<file path="src/rtl/mem_arbiter.sv">
// Two-port (instruction/data) arbiter onto a single-ported word memory.
// Data wins by default; instruction wins after STARVE_MAX consecutive lost cycles.
module mem_arbiter #(
  parameter int ADDR_W     = 30,
  parameter int MEM_WORDS  = 32768,
  parameter int STARVE_MAX = 4
) (
  input  logic              clk,
  input  logic              resetb,
  input  logic              i_req,
  input  logic [ADDR_W-1:0] i_addr,
  output logic              i_gnt,
  output logic              i_rvalid,
  output logic [31:0]       i_rdata,
  input  logic              d_req,
  input  logic              d_we,
  input  logic [ADDR_W-1:0] d_addr,
  input  logic [31:0]       d_wdata,
  input  logic [3:0]        d_wstrb,
  output logic              d_gnt,
  output logic              d_rvalid,
  output logic [31:0]       d_rdata,
  output logic              mem_rready,
  output logic [ADDR_W-1:0] mem_raddr,
  output logic              mem_wready,
  output logic [ADDR_W-1:0] mem_waddr,
  output logic [31:0]       mem_wdata,
  output logic [3:0]        mem_wstrb,
  input  logic [31:0]       mem_rdata,
  output logic              exception
);
  localparam logic [1:0]        IDLE  = 2'd0;
  localparam logic [1:0]        RSP_I = 2'd1;
  localparam logic [1:0]        RSP_D = 2'd2;
  localparam logic [ADDR_W:0]   LIMIT = (ADDR_W+1)'(MEM_WORDS);
  localparam logic [2:0]        SMAX  = 3'(STARVE_MAX);

  logic [1:0]        state_q, state_d;
  logic [2:0]        starve_cnt_q, starve_cnt_d;
  logic              exception_q, exception_d;
  logic              rsp_oor_q, rsp_oor_d;
  logic [ADDR_W-1:0] sel_addr;
  logic              in_range;

  always_comb begin
    i_gnt        = 1'b0;
    d_gnt        = 1'b0;
    mem_rready   = 1'b0;
    mem_raddr    = '0;
    mem_wready   = 1'b0;
    mem_waddr    = '0;
    mem_wdata    = '0;
    mem_wstrb    = '0;
    state_d      = IDLE;
    rsp_oor_d    = 1'b0;
    exception_d  = exception_q;
    starve_cnt_d = 3'd0;

    i_gnt    = !resetb && i_req && (!d_req || starve_cnt_q == SMAX);
    d_gnt    = !resetb && d_req && !i_gnt;
    sel_addr = i_gnt ? i_addr : d_addr;
    in_range = {1'b0, sel_addr} < LIMIT;

    if (i_gnt || d_gnt) begin
      // Out-of-range accesses are still granted and answered, but never reach memory.
      if (!in_range) begin
        exception_d = 1'b1;
      end else if (d_gnt && d_we) begin
        mem_wready = 1'b1;
        mem_waddr  = d_addr;
        mem_wdata  = d_wdata;
        mem_wstrb  = d_wstrb;
      end else begin
        mem_rready = 1'b1;
        mem_raddr  = sel_addr;
      end
      if (i_gnt) state_d = RSP_I;
      else if (!d_we) state_d = RSP_D;
      rsp_oor_d = !in_range;
    end

    if (i_req && !i_gnt)
      starve_cnt_d = (starve_cnt_q == SMAX) ? starve_cnt_q : starve_cnt_q + 3'd1;
  end

  always_ff @(posedge clk) begin
    if (resetb) begin
      state_q      <= IDLE;
      starve_cnt_q <= 3'd0;
      exception_q  <= 1'b0;
      rsp_oor_q    <= 1'b0;
    end else begin
      state_q      <= state_d;
      starve_cnt_q <= starve_cnt_d;
      exception_q  <= exception_d;
      rsp_oor_q    <= rsp_oor_d;
    end
  end

  assign exception = exception_q;
  assign i_rvalid  = (state_q == RSP_I);
  assign d_rvalid  = (state_q == RSP_D);
  assign i_rdata   = (i_rvalid && !rsp_oor_q) ? mem_rdata : 32'h0;
  assign d_rdata   = (d_rvalid && !rsp_oor_q) ? mem_rdata : 32'h0;
endmodule

</file>
<file path="config.mk">
export PLATFORM = sky130hd
export DESIGN_NAME = mem_arbiter
export DESIGN_NICKNAME = d
export VERILOG_FILES = /design/src/rtl/mem_arbiter.sv
export SDC_FILE = /design/constraint.sdc
export NUM_CORES = 1
export LEC_CHECK = 0
export BUFFER_PORTS_ARGS = -buffer_cell sky130_fd_sc_hd__buf_2
export CORE_AREA = 4 4 113 115
export CTS_BUF_LIST = sky130_fd_sc_hd__clkbuf_16
export CTS_CLUSTER_DIAMETER = 80
export DETAILED_ROUTE_END_ITERATION = 8
export DIE_AREA = 0 0 117 119
export MAX_ROUTING_LAYER = met4
export PLACE_DENSITY = 0.53
export RECOVER_POWER = 50
export SLEW_MARGIN = 10
export SYNTH_ARGS = -nofsm -noshare
export SYNTH_HDL_FRONTEND = slang
export SYNTH_SLANG_ARGS = --single-unit
</file>
<file path="constraint.sdc">
create_clock -name clk -period 4.89 [get_ports clk]
set_clock_uncertainty 0.05 [all_clocks]
set_input_delay 0.489 -clock clk [delete_from_list [all_inputs] [get_ports clk]]
set_output_delay 0.489 -clock clk [all_outputs]
set_load 0.05 [all_outputs]
</file>
# == Word level (Yosys, flattened, before mapping) ==
# Cells that the tools add are included.
# word_totals
regBits,7
latchBits,0
ramBits,0
mem_bits_ro,0
output_inout_bits,167
elab_cells,55
mem_count,0
# op_classes
n_addsub,1
mul,0
div,0
order_cmp,1
n_eq_ne,3
n_shift,0
mux,23
n_bitwise,3
n_reduce_logical,19
# ops
op,n
$mux 30,7
$mux 32,5
$lt 30x16->1 const B,1
$mux 4,3
$logic_and 1x1->1,8
$mux 1,7
$logic_not 1->1,5
$reduce_or 2->1,2
$add 3x1->3 const B,1
$eq 3x3->1 const B,1
$not 1->1,3
$reduce_or 3->1,1
$eq 2x1->1 const B,1
$eq 2x2->1 const B,1
$logic_or 1x1->1,2
$mux 2,1
$reduce_and 2->1,1

# == Longest topological paths before layout ==
# Gate-level depths: netlist of run 1.
# logic_depth
ltp_word,9
mapped_depth,7
depth_no_buf,7

# == Least setup slack after synthesis of run 1 ==
# No wires, ideal clock.
# synth_path
path_kind,in2out
startpoint,input d_addr[24]
endpoint,output mem_waddr[10]
t_arrival_ps,2060
t_required_ps,4351
slack_ps,2291
stages,5
cell_sequence,nor4_4 > nand3_2 > nor4_4 > buf_6 > and2_1
# synth_via
elab_chain_cells,4
# synth_rtl
item,line,rtl
from (decl),17,"input logic [ADDR_W-1:0] d_addr,"
$mux 30,61,sel_addr = i_gnt ? i_addr : d_addr;
$lt 30x16->1,62,"in_range = {1'b0, sel_addr} < LIMIT;"
$mux 30,66,if (!in_range) begin
$mux 30,64,if (i_gnt || d_gnt) begin
to (decl),26,"output logic [ADDR_W-1:0] mem_waddr,"
# Every way passes these cells.

# == Worst setup path in the final report of run 1 ==
# layout_path
startpoint,register state_q[1]
endpoint,output d_rdata[1]
# layout_via
elab_chain_cells,3
# layout_rtl
item,line,rtl
from (decl),38,"logic [1:0] state_q, state_d;"
from (signal assigned),93,state_q <= state_d;
$eq 2x2->1,102,assign d_rvalid = (state_q == RSP_D);
$logic_and 1x1->1,104,assign d_rdata = (d_rvalid && !rsp_oor_q) ? mem_rdata : 32'h0;
$mux 32,104,
to (decl),22,"output logic [31:0] d_rdata,"
# Every way passes these cells.

==> impl_metrics.csv, run 1 <==
group,metric,value,unit
outcome,outcome,"finished with violations",
outcome,violations,"capacitance limit, slew limit",
global_route,grt_pass1_wl,11000,µm
critical_path,r2r_setup_slack,3.38,ns
clock_tree,holdBufCountCts,0,
timing,max_freq,0.310,GHz
critical_path,timing.rr.start,"starve_cnt_q[0]$_SDFFE_PP0N_",
route,drc,0,
power,p_int,220,µW
global_route,grt_max_degree,53,
global_route,antenna_found_initial,0,
global_route,grt_usage,0.101,
timing,setup_viol,0,
clock_tree,root_buffer,"clkbuf_16",
clock_tree,post_cts_resized,0,
placement,gp_congestion,0.829,
floorplanning,start_util,0.140,
synthesis,synth.cell_area,0.00166,mm²
route,vias,2397,
synthesis,ys_ff_latch,7,
critical_path,cp_cell_sequence,"nor2b_1 > nor2b_1 > and2_1 > clkbuf_1",
timing,finalMaxSlewViolations,66,
timing,rsz0062_at_grt,"false",
critical_path,path_buf_inv,1,
timing,period_minus_slack,3.23,ns
critical_path,cp.arrival,2.69,ns
timing,tns,0,ns
floorplanning,core-area,0.0118,mm²
hold_path,hold_start,"starve_cnt_q[0]$_SDFFE_PP0N_",
floorplanning,dieHeight,119,µm
clock_tree,post_cts_buffers,0,
synthesis,synth_area_per_cell,7.40,µm²
synthesis,yosysUniqueCellTypes,29,
placement,dp_hpwl,7330,µm
critical_path,crit_top_cell,"nor2b_1",
route,drt_iter0_markers,41,
floorplanning,io_pins,300,
critical_path,crit_required,4.35,ns
clock_tree,cts_tree,"done",
clock_tree,cts_htree_levels,1,
timing,hold_viol_final,0,
run,max-cap-violations,2,
route,drt.antenna.violating_nets,0,
cells_and_area,antenna_cells,0,
synthesis,yosys_warnings,0,
synthesis,synth_cells,224,
route,drt-total-wl,8010,µm
critical_path,crit_slowest_cell,"nor2b_1",
hold_path,hold_depth,1,
critical_path,r2r-end,"exception$_SDFFE_PP0P_",
cells_and_area,nets,620,
critical_path,rr_worst_depth,7,
critical_path,critical-path-top-delay-family,"simple AND/OR/NAND/NOR gates",
timing,slew_headroom,-0.0588,
floorplanning,die-area,0.0139,mm²
power,power.switching,169,µW
power,pwr-share-clk,0.353,
critical_path,start_kind,"flop",
power,p_leak,0.00172,µW
power,pwr-share-seq,0.158,
floorplanning,fp.dieW,117,µm
critical_path,endpoint_kind,"primary output",
cells_and_area,fin_util,0.253,
power,swShare,0.434,
critical_path,cp_max_fo,32,
global_route,grt.overflow.total,0,
power,ir_drop,0.0490,mV
clock_tree,clock_sinks,7,
route,post_drt_wl_per_cell,12.7,µm
hold_path,min_to,"starve_cnt_q[0]$_SDFFE_PP0N_",
synthesis,ys_seq_area_frac,0.0845,
clock_tree,clk_latency,0.23,ns
cells_and_area,area_delta_synth_final,80.2,%
clock_tree,clockBufferDepth,2,
timing,fin_crit_sh,0.660,
hold_path,hold_class,"reg2reg",
power,combPwrFrac,0.489,
critical_path,worst-path-stages,4,
route,viasPerCell,3.80,
global_route,grt_pass1_vias,2310,
timing,worst_pin_slew,1.58,ns
cells_and_area,drive_above_1_share,0.452,
critical_path,critical_path_class,"reg2out",
clock_tree,cts_made_buffers,3,
placement,io_buffers,269,
floorplanning,fp-row-count,40,
cells_and_area,nFillCells,1332,
clock_tree,clk_pin_slew_worst_paths,0.04,ns
critical_path,slowest_delay,1.23,ns
route,firstDrtPassIters,4,
power,powerDensity,130,mW/mm²
cell usage after synthesis:
cell type | instances | area (µm²)
dfxtp_1 | 7 | 140
nand2_2 | 1 | 6.26
buf_2 | 1 | 5.00
clkbuf_1 | 6 | 22.5
nand3_2 | 1 | 10.0
nand4_1 | 2 | 12.5
mux2i_1 | 1 | 10.0
and4_1 | 1 | 8.76
conb_1 | 1 | 3.75
nor4_4 | 5 | 106
or3_1 | 1 | 6.26
nor4_1 | 3 | 18.8
a211oi_2 | 1 | 12.5
nor2_1 | 3 | 11.3
a22o_1 | 16 | 140
nand3_1 | 1 | 5.00
ha_1 | 2 | 25.0
or2_2 | 1 | 6.26
nor3_1 | 2 | 10.0
nand2b_1 | 1 | 6.26
buf_6 | 5 | 56.3
a21o_1 | 1 | 7.51
nor3b_1 | 1 | 7.51
inv_1 | 5 | 18.8
buf_4 | 31 | 233
a21oi_1 | 2 | 10.0
and2_1 | 115 | 719
nor2b_1 | 5 | 31.3
nand2_1 | 2 | 7.51
metrics by stage:
stage / power (µW) / instances / hold WS (ns) / area, µm² / setup WS [ns]
2_1_floorplan: 200 / 253 / 0.375 / 1770 / 2.29
5_1_grt: 411 / 631 / 0.447 / 2990 / 1.38
3_5_place_dp: 257 / 627 / 0.397 / 2990 / 1.73
4_1_cts: 397 / 631 / 0.407 / 3070 / 1.73
6_report: 389 / 631 / 0.410 / 2990 / 1.66
3_3_place_gp: 256 / 627 / 0.386 / 2990 / 1.84
worst max path at each step:
stage / from / end / slack (ns)
global route: state_q[1]$_SDFF_PP0_ / d_rdata[30] / 1.38
floorplan: d_addr[24] / mem_waddr[10] / 2.29
finish: state_q[1]$_SDFF_PP0_ / d_rdata[1] / 1.66
detailed placement: i_addr[25] / mem_raddr[0] / 1.73
CTS: i_addr[25] / mem_raddr[0] / 1.73
global placement: i_addr[25] / mem_raddr[0] / 1.84
sequential cells by signal, indices dropped and copies added, names as in the netlist:
signal,cells
starve_cnt_q,3
rsp_oor_q,1
state_q,2
exception,1
kinds of logic (layout without fill, tap and decap cells):
family	after synthesis	count (layout)	synth area share
buffers and inverters	48	279	0.202
other	1	30	0.00226
flip-flops	7	7	0.0845
AND/OR/NAND/NOR	145	145	0.587
multiplexers	1	1	0.00604
adder cells (fa/ha/maj)	2	2	0.0151
AO/OA/AOI/OAI	20	20	0.103
power groups by stage:
stage	sequential (µW)	clock [µW]	combinational, µW
after floorplan	65.3	0	135
after global placement	62.4	0	193
after detailed placement	62.6	0	195
after CTS	61.7	140	195
after global routing	61.9	145	203
final	61.5	137	191
layout by cell type, fill, tap and decap left out, types with 2 or more instances in the layout:
master	n
a21oi_1	2
a22o_1	16
and2_1	115
buf_2	206
clkbuf_1	63
clkbuf_16	3
conb_1	30
dfxtp_1	7
ha_1	2
inv_1	5
nand2_1	3
nand4_1	2
nor2_1	3
nor2b_1	5
nor3_1	2
nor4_1	3
nor4_4	5
layer usage:
| layer | up-vias | GRT usage | wire, µm |
|---|---|---|---|
| met5 | - | - | 0 |
| met2 | 180 | 0.191 | 4090 |
| met4 | 0 | 0.0172 | 30 |
| li1 | 1185 | - | - |
| met3 | 2 | 0.0127 | 882 |
| met1 | 1030 | 0.112 | 3000 |
final cells by class:
type	count	area, µm²	area share
clock buffer	3	75.1	0.0251
clock inverter	1	5.00	0.00168
inverter	5	18.8	0.00628
multi-input combinational	198	1290	0.432
sequential	7	140	0.0469
tap	147	184	0.0616
timing repair buffer	270	1270	0.427
(Power assumes the default switching activity.)
==> run 2, diff against run 1 <==
- CORE_AREA: 4 4 113 115 -> 4 4 114 116
- DIE_AREA: 0 0 117 119 -> 0 0 118 120
- clock period: 4.89 -> 3 ns (I/O delays scaled with it)
==> impl_metrics.csv, run 2 (synthesized netlist as in run 1, its figures left out) <==
group,metric,value,unit
outcome,outcome,"completed",
power,pwr-share-clk,0.346,
floorplanning,start_util,0.139,
cells_and_area,layout_commonest_cell,"buf_2",
global_route,grt.overflow.total,0,
cells_and_area,nets,626,
timing,fin_crit_sh,0.866,
global_route,grt_use_met3,0.0311,
cells_and_area,regMostFlops,"starve_cnt_q",
cells_and_area,final_cell_mix,"207 x buf_2, 115 x and2_1, 51 x clkbuf_1, 30 x conb_1, 16 x a22o_1",
timing,setup_viol,0,
clock_tree,clock_sinks,7,
floorplanning,io_pins,300,
timing,max_freq,0.385,GHz
power,p_leak,0.00179,µW
global_route,grt_max_degree,33,
critical_path,cp.arrival,2.25,ns
critical_path,r2r_setup_slack,1.52,ns
placement,dp_hpwl,7940,µm
cells_and_area,fin_util,0.255,
global_route,use_met1,0.114,
floorplanning,fp-row-count,40,
clock_tree,post_cts_resized,0,
clock_tree,clk_pin_slew_worst_paths,0.03,ns
floorplanning,die-area,0.0142,mm²
cells_and_area,biggestRegsByFlops,"starve_cnt_q (3), state_q (2)",
floorplanning,fp.dieW,118,µm
floorplanning,core-area,0.0119,mm²
clock_tree,cts_htree_levels,1,
timing,period_minus_slack,2.60,ns
timing,slew_headroom,0.397,
cells_and_area,drive_above_1_share,0.482,
global_route,grt_pass1_vias,2336,
route,drt-total-wl,8570,µm
global_route,use_met2,0.207,
route,viasPerCell,3.73,
clock_tree,cts_made_buffers,3,
floorplanning,dieHeight,120,µm
critical_path,crit_required,2.65,ns
global_route,top_usage_layer,"met2",
power,power.switching,281,µW
global_route,antenna_found_initial,0,
critical_path,endpoint_kind,"primary output",
clock_tree,clk_latency,0.23,ns
critical_path,critical_path_class,"reg2out",
route,vias,2377,
cells_and_area,area_delta_synth_final,83.5,%
clock_tree,post_cts_buffers,0,
hold_path,hold_start,"d_we",
clock_tree,root_buffer,"clkbuf_16",
power,powerDensity,211,mW/mm²
power,p_int,360,µW
power,pwr-share-seq,0.157,
critical_path,start_kind,"flop",
critical_path,r2r-end,"exception$_SDFFE_PP0P_",
critical_path,rr_worst_depth,7,
timing,tns,0,ns
clock_tree,holdBufCountCts,0,
clock_tree,clockBufferDepth,2,
power,combPwrFrac,0.497,
timing,finalMaxSlewViolations,0,
route,drt_iter0_markers,23,
route,post_drt_wl_per_cell,13.4,µm
hold_path,hold_depth,2,
critical_path,cp_max_fo,21,
placement,io_buffers,269,
clock_tree,cts_tree,"done",
power,swShare,0.438,
timing,worst_pin_slew,0.903,ns
hold_path,hold_class,"in2reg",
timing,rsz0062_at_grt,"false",
critical_path,timing.rr.start,"starve_cnt_q[0]$_SDFFE_PP0N_",
power,ir_drop,0.0852,mV
route,drt.antenna.violating_nets,0,
route,drc,0,
hold_path,min_to,"state_q[1]$_SDFF_PP0_",
run,max-cap-violations,0,
global_route,grt_usage,0.111,
timing,hold_viol_final,0,
route,firstDrtPassIters,4,
global_route,grt_pass1_wl,12300,µm
cells_and_area,largest_reg_flops,3,
cells_and_area,antenna_cells,0,
placement,gp_congestion,0.782,
## run 2: cell types whose count changed in the layout (fill, tap and decap cells not counted)
cell	change
buf_2	+1
buf_4	+5
clkbuf_1	-12
clkbuf_2	+12
clkinv_2	-1
inv_1	+1
## run 2: final cells by class
cell class	count	area (µm²)
clock inverter	1	3.75
timing repair buffer	276	1330
clock buffer	3	75.1
multi-input combinational	198	1290
tap	147	184
fill	1399	8870
sequential	7	140
inverter	5	18.8
## run 2: layer usage
| layer | share of wire | up-vias |
|---|---|---|
| li1 | - | 1197 |
| met1 | 0.36 | 994 |
| met2 | 0.51 | 178 |
| met3 | 0.12 | 8 |
| met4 | 0.015 | 0 |
| met5 | 0 | - |
## run 2: stage by stage
stage | cells | hold WS [ns] | setup slack [ns] | instance area (µm²) | power [µW]
3_5_place_dp | 633 | 0.405 | 0.766 | 3040 | 428
3_3_place_gp | 633 | 0.382 | 0.784 | 3040 | 427
6_report | 637 | 0.251 | 0.403 | 3040 | 641
2_1_floorplan | 253 | 0.322 | 0.627 | 1770 | 326
4_1_cts | 637 | 0.257 | 0.561 | 3110 | 655
5_1_grt | 637 | 0.272 | 0.227 | 3040 | 673
## run 2: power groups by stage
stage / Combinational, µW / Clock [µW] / Sequential [µW]
global route: 341 / 231 / 101
global placement: 325 / 0 / 102
finish: 319 / 222 / 101
floorplan: 220 / 0 / 106
detailed placement: 326 / 0 / 102
CTS: 326 / 228 / 101
## run 2: how the worst max path moves through the flow
stage | to | slack, ns | depth (start not counted) | from
after floorplan | d_rdata[10] | 0.63 | 4 | state_q[1]$_SDFF_PP0_
after global placement | mem_wdata[13] | 0.78 | 7 | d_addr[19]
after detailed placement | mem_wdata[15] | 0.77 | 7 | d_addr[24]
after CTS | mem_wdata[15] | 0.56 | 8 | starve_cnt_q[0]$_SDFFE_PP0N_
after global routing | i_rdata[21] | 0.23 | 5 | state_q[0]$_SDFF_PP0_
final | i_rdata[21] | 0.40 | 5 | state_q[0]$_SDFF_PP0_
## run 2: critical path, cell delays in order, from the launching register on
cell and delay (ns):
dfxtp_1 0.32, nor2b_1 0.18, nor2b_1 0.23, clkbuf_1 0.55, and2_1 0.25, clkbuf_1 0.47
==> run 3, diff against run 2 <==
- RECOVER_POWER: 50 -> not set
==> impl_metrics.csv, run 3 (synthesized netlist as in run 1, its figures left out) <==
group,metric,value,unit
clock_tree,clk_pin_slew_worst_paths,0.04,ns
route,viasPerCell,3.74,
placement,placed_cells,633,
cells_and_area,final_cell_mix,"269 x buf_2, 115 x and2_1, 30 x conb_1, 16 x a22o_1",
critical_path,critical_path_class,"reg2out",
route,drt_iter0_markers,23,
global_route,grt_pass1_vias,2336,
floorplanning,fp-row-count,40,
global_route,grt_max_degree,33,
clock_tree,post_cts_buffers,0,
timing,setup_viol,0,
global_route,grt.overflow.total,0,
global_route,grt_pass1_wl,12300,µm
clock_tree,cts_made_buffers,3,
cells_and_area,regMostFlops,"starve_cnt_q",
critical_path,cp_cell_sequence,"inv_1 > ha_1 > nand3_1 > nand2_2 > nor4_4 > buf_4 > and2_1 > buf_2",
timing,slew_headroom,0.645,
timing,fin_crit_sh,0.802,
power,swShare,0.434,
run,max-cap-violations,0,
clock_tree,cts_tree,"done",
clock_tree,cts_htree_levels,1,
timing,worst_pin_slew,0.530,ns
cells_and_area,antenna_cells,0,
critical_path,critical-path-top-delay-family,"simple AND/OR/NAND/NOR gates",
power,ir_drop,0.0852,mV
placement,dp_hpwl,7940,µm
outcome,outcome,"completed",
cells_and_area,final_cells,637,
global_route,grt_usage,0.111,
power,powerDensity,207,mW/mm²
hold_path,hold_class,"in2reg",
route,drc,0,
timing,hold_viol_final,0,
route,drt-total-wl,8500,µm
cells_and_area,biggestRegsByFlops,"starve_cnt_q (3), state_q (2)",
critical_path,path_buf_inv,3,
floorplanning,start_util,0.139,
clock_tree,post_cts_resized,0,
route,drt.antenna.violating_nets,0,
clock_tree,clock_sinks,7,
cells_and_area,area_delta_synth_final,87.8,%
placement,io_buffers,269,
floorplanning,fp.dieW,118,µm
timing,period_minus_slack,2.41,ns
clock_tree,clockBufferDepth,2,
critical_path,cp.arrival,2.06,ns
route,firstDrtPassIters,4,
cells_and_area,drive_above_1_share,0.590,
floorplanning,core-area,0.0119,mm²
clock_tree,root_buffer,"clkbuf_16",
global_route,antenna_found_initial,0,
timing,rsz0062_at_grt,"false",
power,pwr-share-seq,0.156,
floorplanning,die-area,0.0142,mm²
placement,gp_congestion,0.782,
floorplanning,io_pins,300,
timing,tns,0,ns
critical_path,start_kind,"flop",
critical_path,crit_required,2.65,ns
floorplanning,dieHeight,120,µm
cells_and_area,layout_commonest_cell,"buf_2",
clock_tree,clk_latency,0.23,ns
cells_and_area,largest_reg_flops,3,
route,post_drt_wl_per_cell,13.3,µm
clock_tree,holdBufCountCts,0,
power,p_leak,0.00202,µW
power,p_int,366,µW
route,vias,2382,
power,pwr-share-clk,0.344,
power,power.switching,280,µW
cells_and_area,nets,626,
critical_path,cp_max_fo,32,
critical_path,crit_slowest_cell,"dfxtp_1",
timing,max_freq,0.415,GHz
critical_path,endpoint_kind,"primary output",
cells_and_area,nFillCells,1367,
power,combPwrFrac,0.501,
timing,finalMaxSlewViolations,0,
critical_path,slowest_delay,0.34,ns
-- run 3: power by group through the flow --
| stage | Combinational, µW | Clock, µW | Sequential (µW) |
|---|---|---|---|
| 2_1_floorplan | 220 | 0 | 106 |
| 3_5_place_dp | 326 | 0 | 102 |
| 6_report | 323 | 222 | 101 |
| 5_1_grt | 345 | 231 | 101 |
| 3_3_place_gp | 325 | 0 | 102 |
| 4_1_cts | 326 | 228 | 101 |
-- run 3: metrics by stage --
stage          total power [µW]   util  area, µm²  hold WS (ns)  worst slack [ns]
2_1_floorplan               326      -       1770         0.322             0.627
3_5_place_dp                428  0.255       3040         0.405             0.766
4_1_cts                     655  0.261       3110         0.257             0.561
5_1_grt                     677  0.261       3110         0.272             0.404
6_report                    645  0.261       3110         0.254             0.593
3_3_place_gp                427  0.255       3040         0.382             0.784
-- run 3: layout make-up --
| cell class | instances | area (µm²) | area share |
|---|---|---|---|
| tap | 147 | 184 | 0.0591 |
| inverter | 5 | 18.8 | 0.00603 |
| sequential | 7 | 140 | 0.0450 |
| multi-input combinational | 198 | 1290 | 0.415 |
| clock buffer | 3 | 75.1 | 0.0241 |
| clock inverter | 1 | 3.75 | 0.00121 |
| timing repair buffer | 276 | 1400 | 0.449 |
-- run 3: path summary, 6_finish.rpt --
kind                                              startpoint                      endpoint  slack (ns)  cells past startpoint
worst max-delay path            starve_cnt_q[0]$_SDFFE_PP0N_                 mem_wdata[15]        0.59                      8
worst min-delay path                                    d_we         state_q[1]$_SDFF_PP0_        0.25                      2
worst max register to register  starve_cnt_q[0]$_SDFFE_PP0N_        exception$_SDFFE_PP0P_        1.56                      6
worst min register to register  starve_cnt_q[0]$_SDFFE_PP0N_  starve_cnt_q[0]$_SDFFE_PP0N_        0.40                      1
-- run 3: per-layer routing --
| layer | GRT usage | routed length [µm] | vias up |
|---|---|---|---|
| met1 | 0.114 | 3000 | 998 |
| met5 | - | 0 | - |
| met4 | 0.0344 | 125 | 0 |
| li1 | - | - | 1198 |
| met3 | 0.0311 | 1000 | 8 |
| met2 | 0.207 | 4370 | 178 |
